## src/rtl/blk_ctrl.sv

```systemverilog
// rtl/blk_ctrl.sv - launch/drop/rise block controller updated once per frame tick
module blk_ctrl #(
    parameter int STEP_X    = 4,
    parameter int DROP_STEP = 8,
    parameter int RISE_STEP = 4,
    parameter int RISE_SLOW = 2
) (
    input  logic        clk,
    input  logic        rst,
    input  logic        frame_tick,
    input  logic        btn_l,
    input  logic        btn_r,
    input  logic        btn_fire,
    input  logic        grab,
    output logic [10:0] blkpos_x,
    output logic [9:0]  blkpos_y,
    output logic [1:0]  state,
    output logic        grabbed,
    output logic        done,
    output logic        score_inc
);
    localparam logic [11:0] X_MIN  = 12'd10;
    localparam logic [11:0] X_MAX  = 12'd1237;
    localparam logic [10:0] Y_MIN  = 11'd10;
    localparam logic [10:0] Y_MAX  = 11'd757;
    localparam logic [10:0] X_HOME = 11'd624;

    typedef enum logic [1:0] {
        HOME = 2'd0,
        DROP = 2'd1,
        RISE = 2'd2
    } state_t;

    state_t      state_q, state_d;
    logic [10:0] x_q, x_d;
    logic [9:0]  y_q, y_d;
    logic        grabbed_q, grabbed_d;
    logic        done_q, done_d;
    logic        score_q, score_d;
    logic        fire_pend_q, fire_pend_d;
    logic        fire_prev_q, fire_prev_d;

    logic        fire_edge;
    logic [11:0] x_sum, x_dif;
    logic [10:0] y_sum, y_dif, rise_amt;

    // One extra bit on every sum/difference so clamping sees overflow and underflow.
    always_comb begin
        fire_edge = btn_fire & ~fire_prev_q;
        rise_amt  = grabbed_q ? 11'(RISE_SLOW) : 11'(RISE_STEP);
        x_sum     = {1'b0, x_q} + 12'(STEP_X);
        x_dif     = {1'b0, x_q} - 12'(STEP_X);
        y_sum     = {1'b0, y_q} + 11'(DROP_STEP);
        y_dif     = {1'b0, y_q} - rise_amt;

        state_d     = state_q;
        x_d         = x_q;
        y_d         = y_q;
        grabbed_d   = grabbed_q;
        done_d      = 1'b0;
        score_d     = 1'b0;
        fire_pend_d = fire_pend_q;
        fire_prev_d = btn_fire;

        if (frame_tick) begin
            case (state_q)
                HOME: begin
                    y_d = Y_MIN[9:0];
                    if (fire_pend_q || fire_edge) begin
                        state_d     = DROP;
                        fire_pend_d = 1'b0;
                        grabbed_d   = 1'b0;
                    end else if (btn_l && !btn_r) begin
                        x_d = (x_dif[11] || x_dif < X_MIN) ? X_MIN[10:0] : x_dif[10:0];
                    end else if (btn_r && !btn_l) begin
                        x_d = (x_sum > X_MAX) ? X_MAX[10:0] : x_sum[10:0];
                    end
                end
                DROP: begin
                    if (grab) begin
                        grabbed_d = 1'b1;
                        state_d   = RISE;
                    end else if (y_sum >= Y_MAX) begin
                        y_d     = Y_MAX[9:0];
                        state_d = RISE;
                    end else begin
                        y_d = y_sum[9:0];
                    end
                end
                RISE: begin
                    if (y_dif[10] || y_dif <= Y_MIN) begin
                        y_d     = Y_MIN[9:0];
                        state_d = HOME;
                        done_d  = 1'b1;
                        score_d = grabbed_q;
                    end else begin
                        y_d = y_dif[9:0];
                    end
                end
                default: state_d = HOME;
            endcase
        end else if (fire_edge && state_q == HOME) begin
            fire_pend_d = 1'b1;
        end
    end

    always_ff @(posedge clk) begin
        if (rst) begin
            state_q     <= HOME;
            x_q         <= X_HOME;
            y_q         <= Y_MIN[9:0];
            grabbed_q   <= 1'b0;
            done_q      <= 1'b0;
            score_q     <= 1'b0;
            fire_pend_q <= 1'b0;
            fire_prev_q <= 1'b0;
        end else begin
            state_q     <= state_d;
            x_q         <= x_d;
            y_q         <= y_d;
            grabbed_q   <= grabbed_d;
            done_q      <= done_d;
            score_q     <= score_d;
            fire_pend_q <= fire_pend_d;
            fire_prev_q <= fire_prev_d;
        end
    end

    assign blkpos_x  = x_q;
    assign blkpos_y  = y_q;
    assign state     = state_q;
    assign grabbed   = grabbed_q;
    assign done      = done_q;
    assign score_inc = score_q;
endmodule

```

## config.mk

```make
export PLATFORM = sky130hd
export DESIGN_NAME = blk_ctrl
export DESIGN_NICKNAME = d
export VERILOG_FILES = /design/src/rtl/blk_ctrl.sv
export SDC_FILE = /design/constraint.sdc
export NUM_CORES = 1
export LEC_CHECK = 0
export BUFFER_PORTS_ARGS = -buffer_cell sky130_fd_sc_hd__buf_2
export CAP_MARGIN = 25
export CORE_UTILIZATION = 50
export CTS_CLUSTER_SIZE = 40
export DETAILED_ROUTE_END_ITERATION = 12
export GPL_TIMING_DRIVEN = 1
export PLACE_DENSITY = 0.71
export REMOVE_ABC_BUFFERS = 1
export SLEW_MARGIN = 15
export SYNTH_ARGS = -nofsm -noshare
export SYNTH_HDL_FRONTEND = slang
export SYNTH_SLANG_ARGS = --single-unit
```

## constraint.sdc

```tcl
create_clock -name clk -period 7.42 [get_ports clk]
set_input_delay 1.113 -clock clk [delete_from_list [all_inputs] [get_ports clk]]
set_output_delay 1.113 -clock clk [all_outputs]
set_load 0.03 [all_outputs]
```

==> reports/qor.csv <==
metric,value,unit
Vias/cell,6.35,
DRT iter0 DRCs,247,
Vias,2806,
CTS tree,built,
drt total wl,6950,um
number of flops mapped to enable cells by yosys,0,
crit path DAT,3.09,ns
Fin. Hold Viols,0,
CTS Hold Buffers Added,0,
worst-margin pin slew,0.715,ns
period utilization,39.1,%
TritonCTS buffer count,3,
dominant cell type by area after synthesis,dfxtp_1,
Initial Utilization,52.2,%
WP data required,7.61,ns
critical path class,flop to flop,
Hold Crit Class,flop to flop,
WL/cell,15.7,um
nets,398,
DRC Markers,0,
clock buffer depth,2,
Non-Filler Instances,442,
R2R depth,10,
Die Y,75.0,um
Setup Buffers After CTS,0,
flop2flop setup slack,4.52,ns
vias in the first global route,2454,
RSZ-0062 raised after global routing,false,
cells after synthesis,361,
met3 usage,2.68,%
CP endpoint,blkpos_y[7]$_SDFFE_PP0P_,
GP Congestion,0.868,
GRT Resource Usage Total,26.4,%
max-slew violations,0,
Critical path origin,grabbed$_SDFFE_PP0P_,
DP Cell Count,438,
CP Launch Type,flop,
clock-pin slew on the worst setup and hold paths,0.09,ns
Post-Syn Area,2670,um2
io pins,33,
Layout area overhead,6.53,%
placed wire-length estimate,4960,um
Tmin final,2.90,ns
area fraction of the dominant cell type after synthesis,21.0,%
root buffer cell,clkbuf_8,
ys flop type,dfxtp_1,
Routed Antenna Nets,0,
Yosys Warn Count,0,
Hold Startpoint,blkpos_x[0]$_SDFFE_PP0P_,
Critical-path top delay cell,dfxtp_1,
drt pass-1 iters,5,
clock sink count,28,
synth unique cells,70,
sequential share of the synthesized area,21.0,%
pwr dens,154,nW/um2
pin count of the biggest net entering global routing,24,
die width,75.0,um
Final Power,438,uW
CORE AREA,5110,um2
total negative slack,0,ns
Peak VDD IR,0.0965,mV
worst clock skew,0.00205,ns
Pleak,1.12,nW
Setup crit end kind,flop,
share of cells above drive strength 1,14.0,%
first-pass GRT wire length,11600,um
Synth area leaders,"dfxtp_1 21%, ha_1 7.5%, o21ai_0 5.6%",
initial antenna violation count,0,
max incr delay on CP,0.47,ns
"FF+latch count, synth",28,
post-CTS sizing,0,
Rel. slew slack,51.9,%
max-cap check violation count,0,
CP max FO,9,
clock latency on the worst-skew pair,0.27,ns
GRT overflow,0,
met1 usage in global routing,34.5,%
Port Buffers,32,
Crit Reg-Reg Endpoint,blkpos_y[7]$_SDFFE_PP0P_,
htree depth,1,
Antenna Diode Count,0,
crit-path cells,"ha_1, inv_1, fa_1, nor2b_1, a211oi_1, nor2_1, a21oi_1, buf_2, nand3_1, a311oi_1",
Syn Area/Cell,7.38,um2
status,completed,
RR Startpoint,grabbed$_SDFFE_PP0P_,
GRT met2 Usage,46.1,%
Max Clk Rate,345,MHz
Top Usage Layer GRT,met2,
worst hold slack,0.521,ns
Post-synth ARST share,0,%
die area,5630,um2
FP Rows,26,
Final Setup Violations,0,
==> per-stage QoR <==
| step | worst slack [ns] | util [%] | instance area, um2 |
|---|---|---|---|
| 4_1_cts | 4.27 | 55.5 | 2830 |
| 6_report | 4.52 | 55.6 | 2840 |
| 3_3_place_gp | 4.43 | 54.7 | 2790 |
| 5_1_grt | 4.21 | 55.6 | 2840 |
| 2_1_floorplan | 4.41 | - | 2540 |
| 3_5_place_dp | 4.30 | 54.7 | 2790 |
==> Yosys cell counts (5+ instances only) <==
cell      instances
inv_1            20
nand3_1          13
ha_1             16
and3_1            5
nor3_1           15
nand2_1          33
a31oi_1          10
nor2b_1           8
xnor2_1           5
a21oi_1          17
nand2b_1          5
clkbuf_1         15
nor2_1           24
dfxtp_1          28
o21ai_0          30
nor3b_1           5
nand4_1           5
buf_2             6
==> cells in the final DEF (no fill, tap or decap), types with 5 or more instances in the layout <==
| master | Yosys | final |
|---|---|---|
| nand2_1 | 33 | 33 |
| buf_2 | 6 | 33 |
| o21ai_0 | 30 | 30 |
| dfxtp_1 | 28 | 28 |
| nor2_1 | 24 | 24 |
| inv_1 | 20 | 20 |
| a21oi_1 | 17 | 17 |
| ha_1 | 16 | 16 |
| nor3_1 | 15 | 15 |
| nand3_1 | 13 | 13 |
| a31oi_1 | 10 | 10 |
| nor2b_1 | 8 | 8 |
| nand4_1 | 5 | 5 |
| and3_1 | 5 | 5 |
| xnor2_1 | 5 | 5 |
| nor3b_1 | 5 | 5 |
| nand2b_1 | 5 | 5 |
==> critical path: cells and delay by family (launching register included) <==
family	cells	cell delay, ns
AOI/OAI and AO/OA	3	1.04
adders and majority gates	2	0.59
buffers and inverters	2	0.35
DFF	1	0.47
and+or+nand+nor	3	0.37
==> final cells by class <==
| cell class | count | area, um2 |
|---|---|---|
| fill | 513 | 2270 |
| multi-input combinational | 287 | 1900 |
| sequential | 28 | 561 |
| timing repair buffer | 34 | 173 |
| tap | 70 | 87.6 |
| inverter | 20 | 75.1 |
| clock buffer | 3 | 41.3 |
==> registers in the layout (all words and copies together), names as in the netlist <==
name,flops
blkpos_x,11
done,1
score_inc,1
fire_prev_q,1
grabbed,1
blkpos_y,10
fire_pend_q,1
state,2
==> worst min path at each step <==
stage                                     endpoint  slack [ns]  depth (start not counted)
after floorplan           fire_pend_q$_SDFFE_PP0P_        0.52                          2
after global routing         state[0]$_SDFFE_PP0P_        0.56                          2
after detailed placement  blkpos_x[0]$_SDFFE_PP0P_        0.51                          2
after global placement    blkpos_x[0]$_SDFFE_PP0P_        0.51                          2
after CTS                 blkpos_x[0]$_SDFFE_PP0P_        0.52                          2
final                     blkpos_x[0]$_SDFFE_PP0P_        0.52                          2
==> where the power goes <==
part           switching (mW)  leakage (nW)  internal, mW
Clock                  0.0474        0.0216        0.0365
Combinational           0.110         0.875        0.0585
Sequential             0.0255         0.227         0.160
==> routing by layer <==
metal | routed length [um] | up-vias
met4 | 101 | 0
met5 | 0 | -
met3 | 430 | 14
met1 | 3000 | 1312
li1 | - | 1355
met2 | 3420 | 125
==> logic make-up after synthesis <==
group           after synthesis  share of synthesized area, %
buf+inv                      46                          7.61
simple gates                141                          28.6
fa+ha+maj                    17                          8.26
mux                           5                          1.97
compound gates              115                          29.5
flops                        28                          21.0
xor+xnor                      9                          2.96
Note: power is estimated with default switching activity, not from simulation.
